--- config.mk ---
export PLATFORM = sky130hd
export DESIGN_NAME = arm_multicycle_controller
export DESIGN_NICKNAME = d
export VERILOG_FILES = /design/src/rtl/arm_multicycle_controller.sv
export SDC_FILE = /design/constraint.sdc
export NUM_CORES = 1
export LEC_CHECK = 0
export BUFFER_PORTS_ARGS = -buffer_cell sky130_fd_sc_hd__clkbuf_2
export CAP_MARGIN = 10
export CORE_MARGIN = 2
export CORE_UTILIZATION = 38
export CTS_CLUSTER_SIZE = 8
export DETAILED_ROUTE_END_ITERATION = 7
export PLACE_DENSITY = 0.75
export SLEW_MARGIN = 10
export SYNTH_ARGS = -nofsm -noshare
export SYNTH_HDL_FRONTEND = slang
export SYNTH_SLANG_ARGS = --single-unit
--- constraint.sdc ---
create_clock -name clk -period 1.7 [get_ports clk]
set_input_delay 0.17 -clock clk [delete_from_list [all_inputs] [get_ports clk]]
set_output_delay 0.17 -clock clk [all_outputs]
set_load 0.01 [all_outputs]
--- src/rtl/arm_multicycle_controller.sv ---
`default_nettype none
// ============================================================================
// Module   : arm_multicycle_controller
// Purpose  : Moore-style control FSM for a multicycle ARM datapath. Sequences
//            fetch/decode/memory/data-processing/branch instructions, decodes
//            the ALU operation, evaluates ARM condition codes against an
//            internal NZCV register and gates all architectural writes.
// Ports    : clk        - system clock, rising edge
//            reset      - synchronous, active-high
//            Instr      - instruction held in the datapath IR
//            ALUFlags   - NZCV from the ALU (N=[3] .. V=[0])
//            PCWrite, IRWrite, RegWrite, MemWrite - write enables
//            AdrSrc, ALUSrcA, ALUSrcB, ResultSrc, ImmSrc, RegSrc,
//            ALUControl (00 add, 01 sub, 10 and, 11 orr) - datapath selects
//            Link       - selects PC+4 into R14 for BL
// Config   : define ARM_BL_LINK_EN to enable branch-with-link register write.
// Revision : 1.0 - initial release
// ============================================================================
module arm_multicycle_controller (
    input  logic        clk,
    input  logic        reset,
    input  logic [31:0] Instr,
    input  logic [3:0]  ALUFlags,
    output logic        PCWrite,
    output logic        IRWrite,
    output logic        RegWrite,
    output logic        MemWrite,
    output logic        AdrSrc,
    output logic        ALUSrcA,
    output logic        Link,
    output logic [1:0]  ALUSrcB,
    output logic [1:0]  ResultSrc,
    output logic [1:0]  ImmSrc,
    output logic [1:0]  RegSrc,
    output logic [1:0]  ALUControl
);

    localparam logic [3:0] S_FETCH  = 4'd0;
    localparam logic [3:0] S_DECODE = 4'd1;
    localparam logic [3:0] S_MEMADR = 4'd2;
    localparam logic [3:0] S_MEMRD  = 4'd3;
    localparam logic [3:0] S_MEMWB  = 4'd4;
    localparam logic [3:0] S_MEMWR  = 4'd5;
    localparam logic [3:0] S_EXECR  = 4'd6;
    localparam logic [3:0] S_EXECI  = 4'd7;
    localparam logic [3:0] S_ALUWB  = 4'd8;
    localparam logic [3:0] S_BRANCH = 4'd9;

    logic [3:0] state_q, state_d;
    logic [3:0] flags_q, flags_d;
    logic       cond_q,  cond_d;

    logic [3:0] w_cond;
    logic [1:0] w_op;
    logic [5:0] w_funct;
    logic [3:0] w_cmd;
    logic       w_rd_pc;
    logic       w_condex;
    logic [1:0] w_dp_alu;
    logic       w_cmd_known;
    logic       w_cmd_cv;
    logic       w_cmd_writes;
    logic       w_bl;
    logic       w_unused;

    assign w_cond   = Instr[31:28];
    assign w_op     = Instr[27:26];
    assign w_funct  = Instr[25:20];
    assign w_cmd    = w_funct[4:1];
    assign w_rd_pc  = (Instr[15:12] == 4'hF);
    assign w_unused = &{1'b0, Instr[19:16], Instr[11:0]};

    // These selects depend only on the instruction class, not on state.
    assign ImmSrc = w_op;
    assign RegSrc = {(w_op == 2'b01), (w_op == 2'b10)};

    // Condition evaluation against the stored flags (N Z C V).
    always_comb begin
        w_condex = 1'b0;
        case (w_cond)
            4'b0000: w_condex = flags_q[2];
            4'b0001: w_condex = ~flags_q[2];
            4'b0010: w_condex = flags_q[1];
            4'b0011: w_condex = ~flags_q[1];
            4'b0100: w_condex = flags_q[3];
            4'b0101: w_condex = ~flags_q[3];
            4'b0110: w_condex = flags_q[0];
            4'b0111: w_condex = ~flags_q[0];
            4'b1000: w_condex = flags_q[1] & ~flags_q[2];
            4'b1001: w_condex = ~flags_q[1] | flags_q[2];
            4'b1010: w_condex = (flags_q[3] == flags_q[0]);
            4'b1011: w_condex = (flags_q[3] != flags_q[0]);
            4'b1100: w_condex = ~flags_q[2] & (flags_q[3] == flags_q[0]);
            4'b1101: w_condex = flags_q[2] | (flags_q[3] != flags_q[0]);
            4'b1110: w_condex = 1'b1;
            default: w_condex = 1'b0;
        endcase
    end

    // Data-processing command decode. cmp subtracts but never writes back;
    // unrecognised commands fall back to add with writes and flags blocked.
    always_comb begin
        w_dp_alu     = 2'b00;
        w_cmd_known  = 1'b1;
        w_cmd_cv     = 1'b0;
        w_cmd_writes = 1'b1;
        case (w_cmd)
            4'b0100: begin w_dp_alu = 2'b00; w_cmd_cv = 1'b1; end
            4'b0010: begin w_dp_alu = 2'b01; w_cmd_cv = 1'b1; end
            4'b0000: w_dp_alu = 2'b10;
            4'b1100: w_dp_alu = 2'b11;
            4'b1010: begin
                w_dp_alu     = 2'b01;
                w_cmd_cv     = 1'b1;
                w_cmd_writes = 1'b0;
            end
            default: begin
                w_dp_alu     = 2'b00;
                w_cmd_known  = 1'b0;
                w_cmd_writes = 1'b0;
            end
        endcase
    end

`ifdef ARM_BL_LINK_EN
    assign w_bl = (state_q == S_BRANCH) && Instr[24] && cond_q;
`else
    assign w_bl = 1'b0;
`endif

    // Next-state logic.
    always_comb begin
        state_d = S_FETCH;
        case (state_q)
            S_FETCH:  state_d = S_DECODE;
            S_DECODE: begin
                case (w_op)
                    2'b00:   state_d = w_funct[5] ? S_EXECI : S_EXECR;
                    2'b01:   state_d = S_MEMADR;
                    2'b10:   state_d = S_BRANCH;
                    default: state_d = S_FETCH;
                endcase
            end
            S_MEMADR: state_d = w_funct[0] ? S_MEMRD : S_MEMWR;
            S_MEMRD:  state_d = S_MEMWB;
            S_EXECR:  state_d = S_ALUWB;
            S_EXECI:  state_d = S_ALUWB;
            default:  state_d = S_FETCH;
        endcase
    end

    // Flags and condition latch. The condition result is frozen at the end
    // of DECODE so later states are unaffected by a flag update in ALUWB.
    always_comb begin
        flags_d = flags_q;
        if ((state_q == S_ALUWB) && w_funct[0] && cond_q && w_cmd_known) begin
            flags_d[3:2] = ALUFlags[3:2];
            if (w_cmd_cv) begin
                flags_d[1:0] = ALUFlags[1:0];
            end
        end
        cond_d = (state_q == S_DECODE) ? w_condex : cond_q;
    end

    // Moore outputs; all write enables are blocked while reset is asserted.
    always_comb begin
        PCWrite    = 1'b0;
        IRWrite    = 1'b0;
        RegWrite   = 1'b0;
        MemWrite   = 1'b0;
        AdrSrc     = 1'b0;
        ALUSrcA    = 1'b0;
        ALUSrcB    = 2'b00;
        ResultSrc  = 2'b00;
        ALUControl = 2'b00;
        Link       = w_bl;
        case (state_q)
            S_FETCH: begin
                IRWrite   = 1'b1;
                PCWrite   = 1'b1;
                ALUSrcA   = 1'b1;
                ALUSrcB   = 2'b10;
                ResultSrc = 2'b10;
            end
            S_DECODE: begin
                ALUSrcA   = 1'b1;
                ALUSrcB   = 2'b10;
                ResultSrc = 2'b10;
            end
            S_MEMADR: begin
                ALUSrcB    = 2'b01;
                ALUControl = w_funct[3] ? 2'b00 : 2'b01;
            end
            S_MEMRD: AdrSrc = 1'b1;
            S_MEMWB: begin
                ResultSrc = 2'b01;
                RegWrite  = cond_q;
                PCWrite   = cond_q & w_rd_pc;
            end
            S_MEMWR: begin
                AdrSrc   = 1'b1;
                MemWrite = cond_q;
            end
            S_EXECR: ALUControl = w_dp_alu;
            S_EXECI: begin
                ALUSrcB    = 2'b01;
                ALUControl = w_dp_alu;
            end
            S_ALUWB: begin
                ResultSrc  = 2'b00;
                ALUControl = w_dp_alu;
                RegWrite   = cond_q & w_cmd_writes;
                PCWrite    = cond_q & w_rd_pc;
            end
            S_BRANCH: begin
                ALUSrcB   = 2'b01;
                ResultSrc = 2'b10;
                PCWrite   = cond_q;
                RegWrite  = w_bl;
            end
            default: ;
        endcase
        if (reset) begin
            PCWrite  = 1'b0;
            IRWrite  = 1'b0;
            RegWrite = 1'b0;
            MemWrite = 1'b0;
            Link     = 1'b0;
        end
    end

    always_ff @(posedge clk) begin
        if (reset) begin
            state_q <= S_FETCH;
            flags_q <= 4'b0000;
            cond_q  <= 1'b0;
        end else begin
            state_q <= state_d;
            flags_q <= flags_d;
            cond_q  <= cond_d;
        end
    end

endmodule
`default_nettype wire

## Word-level counts from Yosys, hierarchy flattened

Index checks and enable logic that the tools add are counted.

- Equal/unequal tests: 32
- Multiplexer cells: 23
- Bitwise operators: 10
- Reductions and logical operators: 19

Operators by type and width:

| operator | number |
|---|---|
| == test 4 bit, second input constant | 12 |
| == test 4 x 3 -> 1 bit, second input constant | 9 |
| == test 4 x 2 -> 1 bit, second input constant | 5 |
| case mux 4 bit (5 select lines) | 1 |
| case mux 1 bit (15 select lines) | 1 |
| two-way mux 1 bit | 13 |
| zero test 4 bit | 3 |
| case mux 2 bit (2 select lines) | 3 |
| case mux 4 bit (3 select lines) | 1 |
| OR reduction 3 bit | 4 |
| OR reduction 2 bit | 5 |
| == test 4 x 1 -> 1 bit, second input constant | 2 |
| case mux 2 bit (3 select lines) | 1 |
| OR reduction 5 bit | 1 |
| bitwise AND 1 bit | 4 |
| NOT 1 bit | 4 |
| OR reduction 4 bit | 1 |
| logical AND 1 bit | 3 |
| two-way mux 3 bit | 1 |
| case mux 1 bit (3 select lines) | 1 |
| == test 2 x 1 -> 1 bit, second input constant | 1 |
| == test 2 bit, second input constant | 1 |
| zero test 2 bit | 1 |
| OR 1 bit | 2 |
| other kinds (4) | 4 |

- Flip-flop bits (word level): 9
- Input bits: 38
- Output and inout bits: 17
- Logic and storage cells: 88

## Longest topological paths before layout

- Word-level depth: 6
- Depth in mapped cells: 6
- Mapped depth without buffers: 4

## Worst setup path after synthesis

OpenSTA, ideal clock, no wires.

- Path type: register -> output
- Start point: reg state_q[2]
- End point: out RegWrite
- Arrival: 1.816 ns
- Required time: 1.530 ns
- Setup slack: -0.286 ns
- Stages on the path, launching flop included: 5
- Path buffers: 1
- Cells stage by stage: dfxtp_1 clkbuf_1 nand2b_1 or3b_2 a2111oi_0

- Word-level cells in the longest chain between the ends: 3
- Elaborated cells between the ends (all ways): 4
- Classes of those cells: 2 x eq/ne; 2 x mux

RTL lines:

| what | RTL line | source |
|---|---|---|
| start, declared | 49 | `logic [3:0] state_q, state_d;` |
| start signal, assigned | 238 | `state_q <= state_d;` |
| == test 4 bit / == test 4 x 3 -> 1 bit (equally long branches) | 177 | `case (state_q)` |
| case mux 1 bit (2 select lines) (*) | 177 |  |
| two-way mux 1 bit (*) | 223 | `if (reset) begin` |
| end, declared | 26 | `output logic RegWrite,` |

Mark *: on every way between the ends. The rest lies on a longest branch, timed or not.

## Worst setup path after layout

- Start point: reg state_q[1]
- End point: out ALUControl[0]

- Word-level cells in the longest chain between the ends: 3
- Elaborated cells between the ends (all ways): 6
- Classes of those cells: 4 x eq/ne; 1 x mux; 1 x reduce/logical

RTL lines:

| what | RTL line | source |
|---|---|---|
| == test 4 bit / == test 4 x 3 -> 1 bit (equally long branches) | 177 |  |
| OR reduction 3 bit (no source line) | -- |  |
| case mux 2 bit (2 select lines) (*) | 177 |  |
| end, declared | 35 | `output logic [1:0] ALUControl` |

Marks and branches as above.

==> results.md <==
* CTS tree: done
* Max H-tree Level at 1
* PortBufs at 37
* Vias in the first global route at 987
* Clock buffer depth at 2
* Setup violations, final at 8
* Max FO, Critical Path at 3
* Logic pwr share at 39.3%
* Final WL at 2528 um
* Initial drt markers at 9
* Syn_nets at 158
* CP Capture Type: output pin
* Critical path class: flop to output pin
* Die height at 52.93 um
* Fmax at 0.5237 GHz
* Sw Share at 33.98%
* Pleak at 0.5553 nW
* Switching Power at 0.2212 mW
* First-pass GRT wire length at 4167 um
* Fin. Hold Viols at 0
* Root buffer cell: clkbuf_4
* Tmin final at 1.909 ns
* Total Power at 0.6510 mW
* Area of the multi-input gates at 729.5 um2
* Area of the mapped netlist at 909.6 um2
* Row cnt at 17
* Starting density of the core at 40.73%
* Power per Cell Area at 484.9 nW/um2
* Clock sinks at 9
* Placed Cells at 189
* Area Overhead vs Synth at 47.59%
* Clock power share at 25.8%
* IO Pins at 55
* Vias per cell at 5.449
* Wire per inst at 12.90 um
* DRT antenna net count at 0
* Period utilization at 112.3%
* Async S/R FF share, synth at 0%
* Max Cap Viol at 0
* Global Route Usage Sum at 19.99%
* RSZ-0062 raised after global routing: yes
* Initial antenna violation count at 0
* Pins Over Slew Limit at 0
* Fin nets at 207
* Final Wtd Congestion at 0.8069
* Post-route setup slack at -0.2094 ns
* Clock Skew at 0.001529 ns
* Die Wd at 52.93 um
* DIE AREA at 2801 um2
* Core Region at 2233 um2
* Syn Inst Count at 120
* Sequential fraction of the synthesis area at 19.81%
* Main synth FF type: dfxtp_1
* Inserted Clock Buffers at 3
* Reg clk slew, reported paths at 0.06 ns
* Proportion of layout cells with a drive suffix above 1 at 47.62%
* Crit path required time at 1.53 ns
* Vias at 1,068
* EDFF count, synth at 0
* Placement Setup Slack at -0.1469 ns
* Clock latency at the later pin of the worst-skew pair at 0.26 ns
* Arrival @ worst endpoint at 1.74 ns
* Reg area at 186.4 um2
* Largest net degree at the start of global routing at 19
* Status: finished with violations
* Total global routing overflow at 0
* #FFs+latches synth at 9
* Ys Warns at 0
* Pre-Repair DR Iteration Count at 4
* Non-Filler Instances at 196
* Seq pwr share at 34.9%
* Failing checks: setup timing
* Cts hold-fix bufs at 0
* Mean post-synth cell area at 7.580 um2
* Fillers at 203
* Hold Crit Class: input port to flop
* Setup crit start kind: flop
* Netlist cell types at 47
* Diodes inserted at 0
* Maximum VDD drop at 404.3 uV
* DRC viols at 0
* Internal power at 0.4298 mW
* Post-detail-place hpwl at 1937 um
==> cells by family (layout without fill, tap and decap cells) <==
kind of cell / count (synthesis) / count (layout) / synth area share, %
AO/OA/AOI/OAI: 28 / 28 / 21.46
XOR/XNOR: 4 / 4 / 3.851
buffers and inverters: 17 / 65 / 9.077
flip-flops: 9 / 9 / 19.81
multiplexers: 4 / 4 / 4.539
other: 1 / 1 / 0.4123
AND/OR/NAND/NOR: 57 / 57 / 40.85
==> synthesized netlist by cell type (2+ instances only) <==
| library cell | number | area, um2 |
|---|---|---|
| buf_4 | 3 | 22.52 |
| or3b_2 | 2 | 17.52 |
| nand2_1 | 4 | 15.01 |
| or3_1 | 3 | 18.77 |
| nor2_1 | 7 | 26.28 |
| o311ai_0 | 2 | 17.52 |
| nor3b_1 | 2 | 15.01 |
| a22oi_1 | 2 | 15.01 |
| xnor2_1 | 4 | 35.03 |
| mux2i_1 | 3 | 30.03 |
| o31ai_1 | 2 | 15.01 |
| nand3_1 | 3 | 15.01 |
| nor3_1 | 5 | 25.02 |
| nor4b_1 | 3 | 26.28 |
| dfxtp_1 | 9 | 180.2 |
| a21oi_1 | 7 | 35.03 |
| nand3b_1 | 2 | 15.01 |
| nor4_1 | 3 | 18.77 |
| nand2b_1 | 6 | 37.54 |
| inv_1 | 4 | 15.01 |
| nor2b_1 | 6 | 37.54 |
| o21ai_0 | 4 | 20.02 |
| clkbuf_1 | 8 | 30.03 |
| or4b_1 | 2 | 20.02 |
| a21o_1 | 2 | 15.01 |
==> timing repair <==
action                                  CTS  global route
resized for setup                        15            10
pin swaps                                 8             6
setup buffers                             2             1
endpoints found under the setup margin   10            13
==> cells in the final DEF (no fill, tap or decap), types with 3 or more instances in the layout <==
| cell | n |
|---|---|
| dfxtp_1 | 6 |
| nor3_1 | 3 |
| clkbuf_4 | 3 |
| nand2_1 | 4 |
| buf_4 | 17 |
| nand2b_1 | 6 |
| nor2_1 | 7 |
| inv_1 | 3 |
| nand3_1 | 3 |
| buf_6 | 3 |
| nor2b_1 | 6 |
| clkbuf_2 | 34 |
| o21ai_0 | 3 |
| nor4b_1 | 3 |
| a21oi_1 | 5 |
| xnor2_1 | 4 |
| buf_2 | 3 |
| mux2i_1 | 3 |
==> power groups by stage <==
stage	Sequential (mW)	Clock, mW	Combinational (mW)
2_1_floorplan	0.229	0	0.136
3_3_place_gp	0.230	0	0.220
3_5_place_dp	0.231	0	0.227
4_1_cts	0.227	0.173	0.246
5_1_grt	0.229	0.184	0.282
6_report	0.227	0.168	0.256
==> per-layer routing <==
| layer | share of wire (%) | vias up | track usage (%) |
|---|---|---|---|
| met5 | 0 | - | 0 |
| met3 | 6.8 | 0 | 5.085 |
| met2 | 48 | 38 | 36.88 |
| li1 | - | 540 | - |
| met1 | 45 | 490 | 23.58 |
| met4 | 0 | 0 | 2.564 |
==> cell type report <==
type / instances / share of cell area [%]
clock buffers: 4 / 1.957
inverters: 4 / 1.398
multi-input cells: 94 / 54.33
flip-flops and latches: 9 / 13.89
well taps: 28 / 2.610
repair buffers: 57 / 25.82
==> registers in the layout, indices dropped and copies added (netlist names) <==
name     count
cond_q       1
flags_q      4
state_q      4
==> path summary, 6_finish.rpt <==
kind | from | to | slack (ns) | cells past startpoint
min reg2reg | flags_q[1] | flags_q[1] | 0.52 | 2
min | ALUFlags[2] | flags_q[2] | 0.15 | 3
max reg2reg | state_q[1] | flags_q[0] | -0.15 | 4
max | state_q[1] | ALUControl[0] | -0.21 | 6
==> worst max-delay path: stages, from the launching register on <==
cell     delay, ns
dfxtp_2       0.32
or4b_4        0.55
buf_6         0.14
a21oi_4       0.13
a32oi_1       0.08
o21ai_1       0.12
buf_2         0.14
==> stage by stage <==
stage	setup TNS, ns	hold slack [ns]	utilization, %	area (um2)
global placement	-0.5327	0.4110	53.56	1196
CTS	-1.179	0.1416	58.21	1300
finish	-1.158	0.1481	60.11	1343
detailed placement	-0.6428	0.4182	53.56	1196
floorplan	-0.3742	0.3172	-	915.9
global route	-1.802	0.1432	60.11	1343
Note: power is estimated with default switching activity, not from simulation.
